`src/rtl/block_scan_sequencer_pkg.sv`:
```
// -----------------------------------------------------------------------------
// block_scan_sequencer_pkg
// Shared definitions for the frame scan sequencer and the colour-averaging
// accumulator blocks it drives: default frame geometry, bus widths and the
// sequencer state encoding.
// -----------------------------------------------------------------------------
package block_scan_sequencer_pkg;

    // Default frame geometry, also used by the accumulator blocks
    localparam int COLS_DEF       = 96;
    localparam int ROWS_DEF       = 53;
    localparam int NBLK_DEF       = 4;
    localparam int SELW_DEF       = 2;
    localparam int SETTLE_CYC_DEF = 2;

    // Row/column bus width (1-based positions up to 127)
    localparam int POS_W = 7;
    // Pixel / block result width, {G,R,B}
    localparam int GRB_W = 24;

    typedef enum logic [2:0] {
        ST_IDLE      = 3'd0,
        ST_CLEAR     = 3'd1,
        ST_LOAD      = 3'd2,
        ST_STROBE    = 3'd3,
        ST_SETTLE    = 3'd4,
        ST_DRAIN_SEL = 3'd5,
        ST_DRAIN_OUT = 3'd6
    } state_e;

endpackage

```
`src/rtl/block_scan_sequencer_pos_counter.sv`:
```
// -----------------------------------------------------------------------------
// scan_pos_counter
// 1-based column/row position counter for a ROWS x COLS raster.
//   clk, rst   : clock, synchronous active-low reset (position -> (1,1))
//   clr        : restart at (1,1)
//   adv        : step to the next pixel (col+1, or col=1,row+1 at row end)
//   row, col   : current 1-based position
//   first      : position is (1,1)
//   last       : position is (ROWS,COLS)
// -----------------------------------------------------------------------------
module scan_pos_counter
    import block_scan_sequencer_pkg::*;
#(
    parameter int COLS = COLS_DEF,
    parameter int ROWS = ROWS_DEF
) (
    input  logic             clk,
    input  logic             rst,
    input  logic             clr,
    input  logic             adv,
    output logic [POS_W-1:0] row,
    output logic [POS_W-1:0] col,
    output logic             first,
    output logic             last
);

    logic [POS_W-1:0] row_q, row_d;
    logic [POS_W-1:0] col_q, col_d;

    always_comb begin
        row_d = row_q;
        col_d = col_q;
        if (clr) begin
            row_d = POS_W'(1);
            col_d = POS_W'(1);
        end else if (adv) begin
            if (col_q == POS_W'(COLS)) begin
                col_d = POS_W'(1);
                row_d = row_q + POS_W'(1);
            end else begin
                col_d = col_q + POS_W'(1);
            end
        end
    end

    always_ff @(posedge clk) begin
        if (!rst) begin
            row_q <= POS_W'(1);
            col_q <= POS_W'(1);
        end else begin
            row_q <= row_d;
            col_q <= col_d;
        end
    end

    assign row   = row_q;
    assign col   = col_q;
    assign first = (row_q == POS_W'(1)) && (col_q == POS_W'(1));
    assign last  = (row_q == POS_W'(ROWS)) && (col_q == POS_W'(COLS));

endmodule

```
`src/rtl/block_scan_sequencer.sv`:
```
// -----------------------------------------------------------------------------
// block_scan_sequencer
// Runs one accumulation pass per frame for the bank of colour-averaging
// blocks: clears them, feeds every pixel of a ROWS x COLS GRB stream on the
// shared row_now/col_now/grb_out/data_rd bus, then reads each block result
// through the external acc_sel mux and hands it to the LED stage.
//   clk, rst            : clock, synchronous active-low reset
//   pix_valid/pix_sof/pix_grb/pix_ready : pixel stream (sof = row 1, col 1)
//   grb_out/row_now/col_now/data_rd      : accumulator bus, data_rd = strobe
//   acc_rst             : active-low accumulator clear
//   acc_sel/acc_result  : block result select and selected result
//   led_valid/led_ready/led_grb/led_idx  : result handshake to LED stage
//   frame_done          : pulse after the last result handshake
//   err_sof             : pulse on a pix_sof away from (1,1)
//   busy                : sequencer not idle
// -----------------------------------------------------------------------------
module block_scan_sequencer
    import block_scan_sequencer_pkg::*;
#(
    parameter int COLS       = COLS_DEF,
    parameter int ROWS       = ROWS_DEF,
    parameter int NBLK       = NBLK_DEF,
    parameter int SELW       = SELW_DEF,
    parameter int SETTLE_CYC = SETTLE_CYC_DEF
) (
    input  logic             clk,
    input  logic             rst,
    input  logic             pix_valid,
    input  logic             pix_sof,
    input  logic [GRB_W-1:0] pix_grb,
    output logic             pix_ready,
    output logic [GRB_W-1:0] grb_out,
    output logic [POS_W-1:0] row_now,
    output logic [POS_W-1:0] col_now,
    output logic             data_rd,
    output logic             acc_rst,
    output logic [SELW-1:0]  acc_sel,
    input  logic [GRB_W-1:0] acc_result,
    output logic             led_valid,
    input  logic             led_ready,
    output logic [GRB_W-1:0] led_grb,
    output logic [SELW-1:0]  led_idx,
    output logic             frame_done,
    output logic             err_sof,
    output logic             busy
);

    localparam int SETTLE_W = $clog2(SETTLE_CYC + 1) + 1;

    state_e               state_q, state_d;
    logic [GRB_W-1:0]     grb_out_q, grb_out_d;
    logic [POS_W-1:0]     row_now_q, row_now_d;
    logic [POS_W-1:0]     col_now_q, col_now_d;
    logic                 data_rd_q, data_rd_d;
    logic                 acc_rst_q, acc_rst_d;
    logic [SELW-1:0]      acc_sel_q, acc_sel_d;
    logic                 led_valid_q, led_valid_d;
    logic [GRB_W-1:0]     led_grb_q, led_grb_d;
    logic [SELW-1:0]      led_idx_q, led_idx_d;
    logic                 frame_done_q, frame_done_d;
    logic                 err_sof_q, err_sof_d;
    logic                 busy_q, busy_d;
    logic [SETTLE_W-1:0]  settle_q, settle_d;

    logic [POS_W-1:0]     pos_row, pos_col;
    logic                 pos_first, pos_last;
    logic                 sof_restart;
    logic                 pix_ready_c;
    logic                 accept;

    scan_pos_counter #(
        .COLS (COLS),
        .ROWS (ROWS)
    ) u_pos (
        .clk   (clk),
        .rst   (rst),
        .clr   (state_q == ST_CLEAR),
        .adv   (state_q == ST_STROBE),
        .row   (pos_row),
        .col   (pos_col),
        .first (pos_first),
        .last  (pos_last)
    );

    // A start-of-frame anywhere but (1,1) restarts the frame; that pixel is
    // refused here and re-offered by the source after the CLEAR cycle.
    assign sof_restart = pix_valid && pix_sof && !pos_first;

    // pix_ready has to react to pix_sof in the same cycle, so it is the one
    // combinational output. It is masked during reset so nothing is consumed.
    assign pix_ready_c = rst && (state_q == ST_LOAD) && !sof_restart;
    assign accept      = pix_valid && pix_ready_c;

    always_comb begin
        state_d      = state_q;
        grb_out_d    = grb_out_q;
        row_now_d    = row_now_q;
        col_now_d    = col_now_q;
        acc_sel_d    = acc_sel_q;
        led_valid_d  = led_valid_q;
        led_grb_d    = led_grb_q;
        led_idx_d    = led_idx_q;
        settle_d     = settle_q;
        err_sof_d    = 1'b0;
        frame_done_d = 1'b0;
        // data_rd is the registered image of STROBE, so it rises one clock
        // after grb_out/row_now/col_now change and the accumulators see a
        // bus that has been stable for a full cycle at the rising edge.
        data_rd_d    = (state_q == ST_STROBE);

        case (state_q)
            ST_IDLE: begin
                // The sof pixel is left waiting at the source until LOAD.
                if (pix_valid && pix_sof) begin
                    state_d = ST_CLEAR;
                end
            end
            ST_CLEAR: begin
                state_d = ST_LOAD;
            end
            ST_LOAD: begin
                if (sof_restart) begin
                    err_sof_d = 1'b1;
                    state_d   = ST_CLEAR;
                end else if (accept) begin
                    grb_out_d = pix_grb;
                    row_now_d = pos_row;
                    col_now_d = pos_col;
                    state_d   = ST_STROBE;
                end
            end
            ST_STROBE: begin
                if (pos_last) begin
                    // One extra SETTLE cycle covers the trailing data_rd
                    // pulse, leaving SETTLE_CYC quiet cycles before the reads.
                    settle_d = SETTLE_W'(SETTLE_CYC);
                    state_d  = ST_SETTLE;
                end else begin
                    state_d = ST_LOAD;
                end
            end
            ST_SETTLE: begin
                if (settle_q == '0) begin
                    acc_sel_d = '0;
                    state_d   = ST_DRAIN_SEL;
                end else begin
                    settle_d = settle_q - SETTLE_W'(1);
                end
            end
            ST_DRAIN_SEL: begin
                led_grb_d   = acc_result;
                led_idx_d   = acc_sel_q;
                led_valid_d = 1'b1;
                state_d     = ST_DRAIN_OUT;
            end
            ST_DRAIN_OUT: begin
                if (led_ready) begin
                    led_valid_d = 1'b0;
                    if (acc_sel_q == SELW'(NBLK - 1)) begin
                        frame_done_d = 1'b1;
                        state_d      = ST_IDLE;
                    end else begin
                        acc_sel_d = acc_sel_q + SELW'(1);
                        state_d   = ST_DRAIN_SEL;
                    end
                end
            end
            default: begin
                state_d = ST_IDLE;
            end
        endcase

        acc_rst_d = (state_d != ST_CLEAR);
        busy_d    = (state_d != ST_IDLE);
    end

    always_ff @(posedge clk) begin
        if (!rst) begin
            state_q      <= ST_IDLE;
            grb_out_q    <= '0;
            row_now_q    <= '0;
            col_now_q    <= '0;
            data_rd_q    <= 1'b0;
            acc_rst_q    <= 1'b0;
            acc_sel_q    <= '0;
            led_valid_q  <= 1'b0;
            led_grb_q    <= '0;
            led_idx_q    <= '0;
            frame_done_q <= 1'b0;
            err_sof_q    <= 1'b0;
            busy_q       <= 1'b0;
            settle_q     <= '0;
        end else begin
            state_q      <= state_d;
            grb_out_q    <= grb_out_d;
            row_now_q    <= row_now_d;
            col_now_q    <= col_now_d;
            data_rd_q    <= data_rd_d;
            acc_rst_q    <= acc_rst_d;
            acc_sel_q    <= acc_sel_d;
            led_valid_q  <= led_valid_d;
            led_grb_q    <= led_grb_d;
            led_idx_q    <= led_idx_d;
            frame_done_q <= frame_done_d;
            err_sof_q    <= err_sof_d;
            busy_q       <= busy_d;
            settle_q     <= settle_d;
        end
    end

    assign pix_ready  = pix_ready_c;
    assign grb_out    = grb_out_q;
    assign row_now    = row_now_q;
    assign col_now    = col_now_q;
    assign data_rd    = data_rd_q;
    assign acc_rst    = acc_rst_q;
    assign acc_sel    = acc_sel_q;
    assign led_valid  = led_valid_q;
    assign led_grb    = led_grb_q;
    assign led_idx    = led_idx_q;
    assign frame_done = frame_done_q;
    assign err_sof    = err_sof_q;
    assign busy       = busy_q;

endmodule
```
`config.mk`:
```
export PLATFORM = sky130hd
export DESIGN_NAME = block_scan_sequencer
export DESIGN_NICKNAME = d
export VERILOG_FILES = /design/src/rtl/block_scan_sequencer_pkg.sv /design/src/rtl/block_scan_sequencer_pos_counter.sv /design/src/rtl/block_scan_sequencer.sv
export SDC_FILE = /design/constraint.sdc
export NUM_CORES = 1
export LEC_CHECK = 0
export BUFFER_PORTS_ARGS = -buffer_cell sky130_fd_sc_hd__buf_2
export CAP_MARGIN = 10
export CORE_ASPECT_RATIO = 1.5
export CORE_MARGIN = 3
export CORE_UTILIZATION = 45
export CTS_CLUSTER_SIZE = 12
export DETAILED_ROUTE_END_ITERATION = 10
export PLACE_DENSITY = 0.76
export REMOVE_ABC_BUFFERS = 1
export SYNTH_ARGS = -nofsm -noshare
export SYNTH_HDL_FRONTEND = slang
export SYNTH_SLANG_ARGS = --single-unit
```
`constraint.sdc`:
```
create_clock -name clk -period 1.8 [get_ports clk]
set_input_delay 0.18 -clock clk [delete_from_list [all_inputs] [get_ports clk]]
set_output_delay 0.18 -clock clk [all_outputs]
set_load 0.05 [all_outputs]
```
Word-level counts from Yosys, hierarchy flattened

Cells that the tools add are included.
W data, S select, Z words.

Word-level logic and storage cells: 82
Register bits after elaboration: 92
Output and inout bits: 73
Bits of input ports: 53

$add $sub $neg: 4
Equal/unequal tests: 17
Bitwise logic cells: 2
Multiplexer cells: 20
Reductions and logical operators: 23

Operators with widths:

| kind                  | count |
|---|---|
| $mux W3               | 9 |
| $pmux W3 S7           | 1 |
| $add A7 B1 Y7 const B | 2 |
| $eq A7 B1 Y1 const B  | 2 |
| $eq A3 B3 Y1 const B  | 3 |
| $reduce_and A3 Y1     | 3 |
| $ne A2 B2 Y1 const B  | 4 |
| $eq A7 B6 Y1 const B  | 1 |
| $eq A7 B7 Y1 const B  | 1 |
| $logic_and A1 B1 Y1   | 7 |
| $mux W7               | 1 |
| $eq A3 B2 Y1 const B  | 2 |
| $logic_not A3 Y1      | 2 |
| $mux W2               | 3 |
| $pmux W3 S2           | 1 |
| $reduce_and A2 Y1     | 3 |
| $reduce_bool A2 Y1    | 3 |
| $pmux W2 S2           | 1 |
| $reduce_and A4 Y1     | 1 |
| $eq A3 B1 Y1 const B  | 1 |
| $mux W1               | 3 |
| $ne A3 B1 Y1 const B  | 1 |
| $reduce_bool A3 Y1    | 1 |
| $sub A3 B1 Y3 const B | 1 |
| 7 further kinds       | 9 |

Longest topological paths before layout

Depth after elaboration: 11
Depth in mapped cells: 9
Depth with buffers taken out: 8

Cells and area by module

Synthesis repeated with hierarchy kept, for this count alone.

Cells, all modules: 463
Area total of the unflattened synthesis: 3826.2 um2

Modules (own cells, without submodules):

| module               | area an instance (um2) | seq. area each (um2) | times used | cells each |
|---|---|---|---|---|
| block_scan_sequencer | 3047.9                 | 1561.5               | 1          | 371 |
| scan_pos_counter     | 778.2                  | 280.3                | 1          | 92 |

Worst setup path before layout

No wires, ideal clock.

Path type: register to output
Start point: reg u_pos.row_q[0], in the netlist u_pos.row[0]
End point: out pix_ready
Stages on the path, launching flop included: 5
Arrival time: 1.848 ns
Path slack: -0.228 ns
Data required time: 1.620 ns
Path buffers: 0
Cells stage by stage: dfxtp_1 -> ha_1 -> nor3b_2 -> nand4_1 -> a31oi_1

Word-level cells in the longest chain between the ends: 6

Ends and longest elaborated chain:

| item                     | line                                   | text |
|---|---|---|
| start: declaration       | block_scan_sequencer_pos_counter.sv:27 | `logic [POS_W-1:0] row_q, row_d;` |
| start signal: assignment | block_scan_sequencer_pos_counter.sv:51 | `row_q <= row_d;` |
| $eq A7 B1 Y1             | block_scan_sequencer_pos_counter.sv:58 | `assign first = (row_q == POS_W'(1)) && (col_q == POS_W'(1));` |
| $logic_and A1 B1 Y1      | block_scan_sequencer_pos_counter.sv:58 |  |
| $logic_not A1 Y1         | block_scan_sequencer.sv:87             | `assign sof_restart = pix_valid && pix_sof && !pos_first;` |
| $logic_and A1 B1 Y1      | block_scan_sequencer.sv:87             |  |
| $logic_not A1 Y1         | block_scan_sequencer.sv:91             | `assign pix_ready_c = rst && (state_q == ST_LOAD) && !sof_restart;` |
| $logic_and A1 B1 Y1      | block_scan_sequencer.sv:91             |  |
| end: declaration         | block_scan_sequencer.sv:31             | `output logic pix_ready,` |

No other way between the ends.

Worst setup path after layout

Start point: reg u_pos.row_q[1], in the netlist u_pos.row[1]
End point: out pix_ready

The elaborated chain is that of the path after synthesis.

==> impl_metrics.xml <==
<?xml version="1.0" encoding="UTF-8"?>
<metrics>
  <group name="sta">
    <metric name="timing.setup.tns" unit="ns">-0.00295</metric>
    <metric name="timing.final.crit_period" unit="ns">1.80</metric>
    <metric name="period_share" unit="%">100</metric>
    <metric name="final.setup.worst_slack" unit="ns">-0.00295</metric>
    <metric name="worst_clock_skew_on_the_final_layout" unit="ns">0.00886</metric>
    <metric name="achievable-frequency" unit="MHz">555</metric>
    <metric name="hold_slack" unit="ns">0.0862</metric>
    <metric name="timing.max_slew.rel_slack" unit="%">55.9</metric>
    <metric name="finalHoldViolCount" unit="">0</metric>
    <metric name="setup-violations-final" unit="">1</metric>
    <metric name="worstMarginPinSlew" unit="ns">0.660</metric>
    <metric name="unrepaired_setup_endpoints_after_global_routing" unit="">yes</metric>
    <metric name="maxSlewViolCount" unit="">0</metric>
  </group>
  <group name="drt">
    <metric name="dr_total_vias" unit="">3429</metric>
    <metric name="detailedRoute.firstIterationViolations" unit="">144</metric>
    <metric name="postRouteWirelength" unit="mm">9.29</metric>
    <metric name="final_antenna_net_count" unit="">0</metric>
    <metric name="drtPass1Iterations" unit="">4</metric>
    <metric name="drt-wirelength-per-cell" unit="um">13.5</metric>
    <metric name="drc_errors" unit="">0</metric>
    <metric name="routed_via_density" unit="">4.98</metric>
  </group>
  <group name="final_layout">
    <metric name="ff_latch_area" unit="sq um">1850</metric>
    <metric name="share_of_final_layout_standard_cells_stronger_than_drive_strength_1" unit="%">39.4</metric>
    <metric name="fin_area" unit="sq um">5180</metric>
    <metric name="layout-area-overhead-vs-synth" unit="%">43.3</metric>
    <metric name="post-route-util" unit="%">67.1</metric>
    <metric name="multi_input_area" unit="sq um">1890</metric>
    <metric name="num-fill-cells" unit="">652</metric>
    <metric name="nets" unit="">645</metric>
    <metric name="antenna_cells" unit="">0</metric>
  </group>
  <group name="clock_network">
    <metric name="holdBufCountCts" unit="">0</metric>
    <metric name="cts_tree" unit="">built</metric>
    <metric name="insertion_delay" unit="ns">0.33</metric>
    <metric name="worst_setup_hold_path_clk_slew" unit="ns">0.06</metric>
    <metric name="cts-buffers-inserted" unit="">9</metric>
    <metric name="cts-htree-levels" unit="">3</metric>
    <metric name="cts-root-buf" unit="">sky130_fd_sc_hd__clkbuf_16</metric>
    <metric name="clockBufferDepth" unit="">2</metric>
    <metric name="clkSinkCount" unit="">92</metric>
  </group>
  <group name="synth">
    <metric name="yosys.area_share.adder" unit="%">2.77</metric>
    <metric name="syn_area_per_cell" unit="sq um">8.21</metric>
    <metric name="share_of_synthesized_area_occupied_by_flip_flops_and_latches" unit="%">51.0</metric>
    <metric name="muxShareOfSynthArea" unit="%">0.554</metric>
    <metric name="total_of_flip_flops_plus_latches_after_synthesis" unit="">92</metric>
    <metric name="synthSimpleGateAreaFrac" unit="%">25.5</metric>
    <metric name="synth.cell_area" unit="sq um">3610</metric>
    <metric name="synth_edf_count" unit="">0</metric>
    <metric name="synth.yosys.warnings" unit="">0</metric>
    <metric name="synth_compound_area_share" unit="%">13.5</metric>
    <metric name="post_synth_inst_count" unit="">440</metric>
    <metric name="ys_dominant_reg_cell" unit="">sky130_fd_sc_hd__dfxtp_1</metric>
    <metric name="fraction_of_synthesized_cell_area_in_xor_and_xnor_cells" unit="%">2.67</metric>
    <metric name="async_reset_ff_share" unit="%">0</metric>
    <metric name="synthDistinctLibCells" unit="">43</metric>
    <metric name="combinational_family_with_the_most_area_after_synthesis" unit="">simple AND/OR/NAND/NOR gates</metric>
  </group>
  <group name="run_status">
    <metric name="failed_checks" unit="">negative setup slack</metric>
    <metric name="status" unit="">complete, but fails checks</metric>
  </group>
  <group name="critical_path">
    <metric name="r2r_slack" unit="ns">0.01</metric>
    <metric name="crit_path_max_fanout" unit="">2</metric>
    <metric name="worst_ep_required_time" unit="ns">1.62</metric>
    <metric name="reg2reg_depth" unit="">10</metric>
    <metric name="worst_setup_path_end_kind" unit="">output pin</metric>
    <metric name="worst_reg2reg_startpoint" unit="">u_pos.row[1]</metric>
    <metric name="critPathLaunchType" unit="">flip-flop</metric>
    <metric name="worst-endpoint-arrival" unit="ns">1.62</metric>
    <metric name="worst_r2r_endpoint" unit="">row_now[2]</metric>
    <metric name="path_class" unit="">reg2out</metric>
  </group>
  <group name="floorplanning">
    <metric name="dieHeight" unit="um">116</metric>
    <metric name="design.core.area" unit="sq um">7710</metric>
    <metric name="chipWidth" unit="um">79.1</metric>
    <metric name="dieArea" unit="sq um">9160</metric>
    <metric name="initial_cell_density_of_the_core" unit="%">46.8</metric>
    <metric name="boundaryPins" unit="">126</metric>
    <metric name="core.rowCount" unit="">39</metric>
  </group>
  <group name="global_routing">
    <metric name="grt_antenna_before_repair" unit="">0</metric>
    <metric name="track_usage" unit="%">18.0</metric>
    <metric name="first_pass_grt_wire_length" unit="mm">13.3</metric>
    <metric name="grt_max_degree" unit="">39</metric>
    <metric name="grt_pass1_vias" unit="">3101</metric>
    <metric name="total_overflow_reported_by_the_global_router" unit="">0</metric>
  </group>
  <group name="worst_hold_path">
    <metric name="hold_path_end" unit="">grb_out[11]</metric>
    <metric name="min_path_cells" unit="">3</metric>
    <metric name="hold_path.class" unit="">in2reg</metric>
    <metric name="worstHoldStart" unit="">pix_grb[11]</metric>
  </group>
  <group name="placed_design">
    <metric name="port_buffers" unit="">125</metric>
    <metric name="place_congestion" unit="">0.823</metric>
    <metric name="dpl_cell_area" unit="sq um">4450</metric>
    <metric name="dpl.hpwl" unit="mm">5.96</metric>
  </group>
  <group name="power">
    <metric name="max-vdd-ir-drop" unit="mV">0.650</metric>
    <metric name="leakage" unit="nW">2.32</metric>
    <metric name="cellPowerDensity" unit="nW/um^2">848</metric>
    <metric name="p_total" unit="mW">4.39</metric>
  </group>
  <group name="job">
    <metric name="timing.max_cap.violations" unit="">0</metric>
  </group>
</metrics>
-- power breakdown --
| part | internal, mW | switching [mW] | total (mW) |
|---|---|---|---|
| registers | 2.09 | 0.0361 | 2.12 |
| clock network | 0.950 | 0.695 | 1.64 |
| logic | 0.232 | 0.391 | 0.622 |
-- area by class of cell --
type                       instances  area share (%)
clock buffer                      11            4.69
clock inverter                     3           0.290
inverter                           9           0.677
multi-input combinational        315            36.6
sequential                        92            35.7
tap                              102            2.47
timing repair buffer             157            19.6
-- layer usage --
layer | global-route usage (%) | vias to the layer above | wire, um
li1 | - | 1746 | -
met1 | 19.6 | 1595 | 3810
met2 | 33.6 | 73 | 4940
met3 | 2.64 | 15 | 318
met4 | 8.72 | 0 | 215
met5 | 0 | - | 0
-- kinds of logic (layout without fill, tap and decap cells) --
family          count (synthesis)  count (layout)
compound gates                 88              88
xor+xnor                       11              11
fa+ha+maj                       8               8
buf+inv                        33             180
flops                          92              92
mux                             2               2
simple gates                  206             206
-- cells in the final DEF (no fill, tap or decap), types with 3 or more instances in the layout --
| cell type | count |
|---|---|
| sky130_fd_sc_hd__a21oi_1 | 47 |
| sky130_fd_sc_hd__a21oi_2 | 21 |
| sky130_fd_sc_hd__and3_1 | 6 |
| sky130_fd_sc_hd__buf_12 | 5 |
| sky130_fd_sc_hd__buf_2 | 124 |
| sky130_fd_sc_hd__buf_4 | 21 |
| sky130_fd_sc_hd__buf_6 | 3 |
| sky130_fd_sc_hd__clkbuf_16 | 13 |
| sky130_fd_sc_hd__clkinv_2 | 4 |
| sky130_fd_sc_hd__dfxtp_1 | 86 |
| sky130_fd_sc_hd__dfxtp_2 | 6 |
| sky130_fd_sc_hd__ha_1 | 6 |
| sky130_fd_sc_hd__inv_1 | 5 |
| sky130_fd_sc_hd__inv_2 | 3 |
| sky130_fd_sc_hd__nand2_1 | 127 |
| sky130_fd_sc_hd__nand2_2 | 3 |
| sky130_fd_sc_hd__nand2_4 | 16 |
| sky130_fd_sc_hd__nand3_1 | 5 |
| sky130_fd_sc_hd__nand3b_1 | 3 |
| sky130_fd_sc_hd__nand4_1 | 3 |
| sky130_fd_sc_hd__nor2_1 | 22 |
| sky130_fd_sc_hd__nor3b_1 | 3 |
| sky130_fd_sc_hd__o21ai_0 | 4 |
| sky130_fd_sc_hd__xnor2_1 | 4 |
| sky130_fd_sc_hd__xor2_1 | 7 |
-- repair_timing --
action,CTS,global route
gates cloned,0,7
setup buffers,2,2
gates resized for setup,4,73
pin swaps,2,32
endpoints found under the setup margin,3,42
-- Yosys cell counts (2+ instances only) --
cell type	n	share of area [%]
sky130_fd_sc_hd__o21ai_0	4	0.55
sky130_fd_sc_hd__a311o_1	2	0.55
sky130_fd_sc_hd__nor3b_2	2	0.69
sky130_fd_sc_hd__nand4_1	3	0.52
sky130_fd_sc_hd__nor3b_1	3	0.62
sky130_fd_sc_hd__xnor2_1	4	0.97
sky130_fd_sc_hd__mux2i_1	2	0.55
sky130_fd_sc_hd__a21oi_1	69	9.6
sky130_fd_sc_hd__a21o_1	2	0.42
sky130_fd_sc_hd__o21ai_1	2	0.28
sky130_fd_sc_hd__a31oi_1	2	0.35
sky130_fd_sc_hd__and3_1	6	1.0
sky130_fd_sc_hd__clkbuf_1	14	1.5
sky130_fd_sc_hd__ha_1	8	2.8
sky130_fd_sc_hd__nand3_1	5	0.69
sky130_fd_sc_hd__a211oi_1	2	0.42
sky130_fd_sc_hd__buf_2	7	0.97
sky130_fd_sc_hd__xor2_1	7	1.7
sky130_fd_sc_hd__buf_4	3	0.62
sky130_fd_sc_hd__nand2_1	146	15
sky130_fd_sc_hd__dfxtp_1	92	51
sky130_fd_sc_hd__inv_1	7	0.73
sky130_fd_sc_hd__nand3b_1	3	0.62
sky130_fd_sc_hd__and4_1	2	0.49
sky130_fd_sc_hd__nor2b_1	2	0.35
sky130_fd_sc_hd__nand2b_1	2	0.35
sky130_fd_sc_hd__nor4b_1	2	0.49
sky130_fd_sc_hd__nor2_1	22	2.3
-- how the worst max path moves through the flow --
stage | from | to | slack [ns] | cells after the start
5_1_grt | u_pos.row[1] | pix_ready | -0.10 | 6
4_1_cts | u_pos.col[1] | pix_ready | 0.001 | 6
3_5_place_dp | u_pos.col[1] | grb_out[5] | 0.007 | 8
2_1_floorplan | u_pos.row[0] | col_now[0] | -0.94 | 6
6_report | u_pos.row[1] | pix_ready | -0.003 | 6
3_3_place_gp | state_q[1] | row_now[1] | 0.11 | 6
-- registers in the layout, indices dropped and copies added, names as in the netlist, 2 cells and up --
register / cells
acc_sel: 2
col_now: 7
grb_out: 24
led_grb: 24
led_idx: 2
row_now: 7
settle_q: 3
state_q: 3
u_pos.col: 7
u_pos.row: 7
-- per-stage QoR --
step,setup WS [ns],cells
floorplan,-0.943,416
global placement,0.111,664
detailed placement,0.00653,664
CTS,0.00148,680
global route,-0.104,689
finish,-0.00295,689
-- critical path: stages, from the launching register on --
cell                      delay, ns
sky130_fd_sc_hd__dfxtp_2       0.32
sky130_fd_sc_hd__inv_2         0.05
sky130_fd_sc_hd__ha_4          0.11
sky130_fd_sc_hd__nor3b_4       0.21
sky130_fd_sc_hd__nand4_1       0.17
sky130_fd_sc_hd__a31oi_1       0.21
sky130_fd_sc_hd__buf_4         0.22
Note: power is estimated with default switching activity, not from simulation.
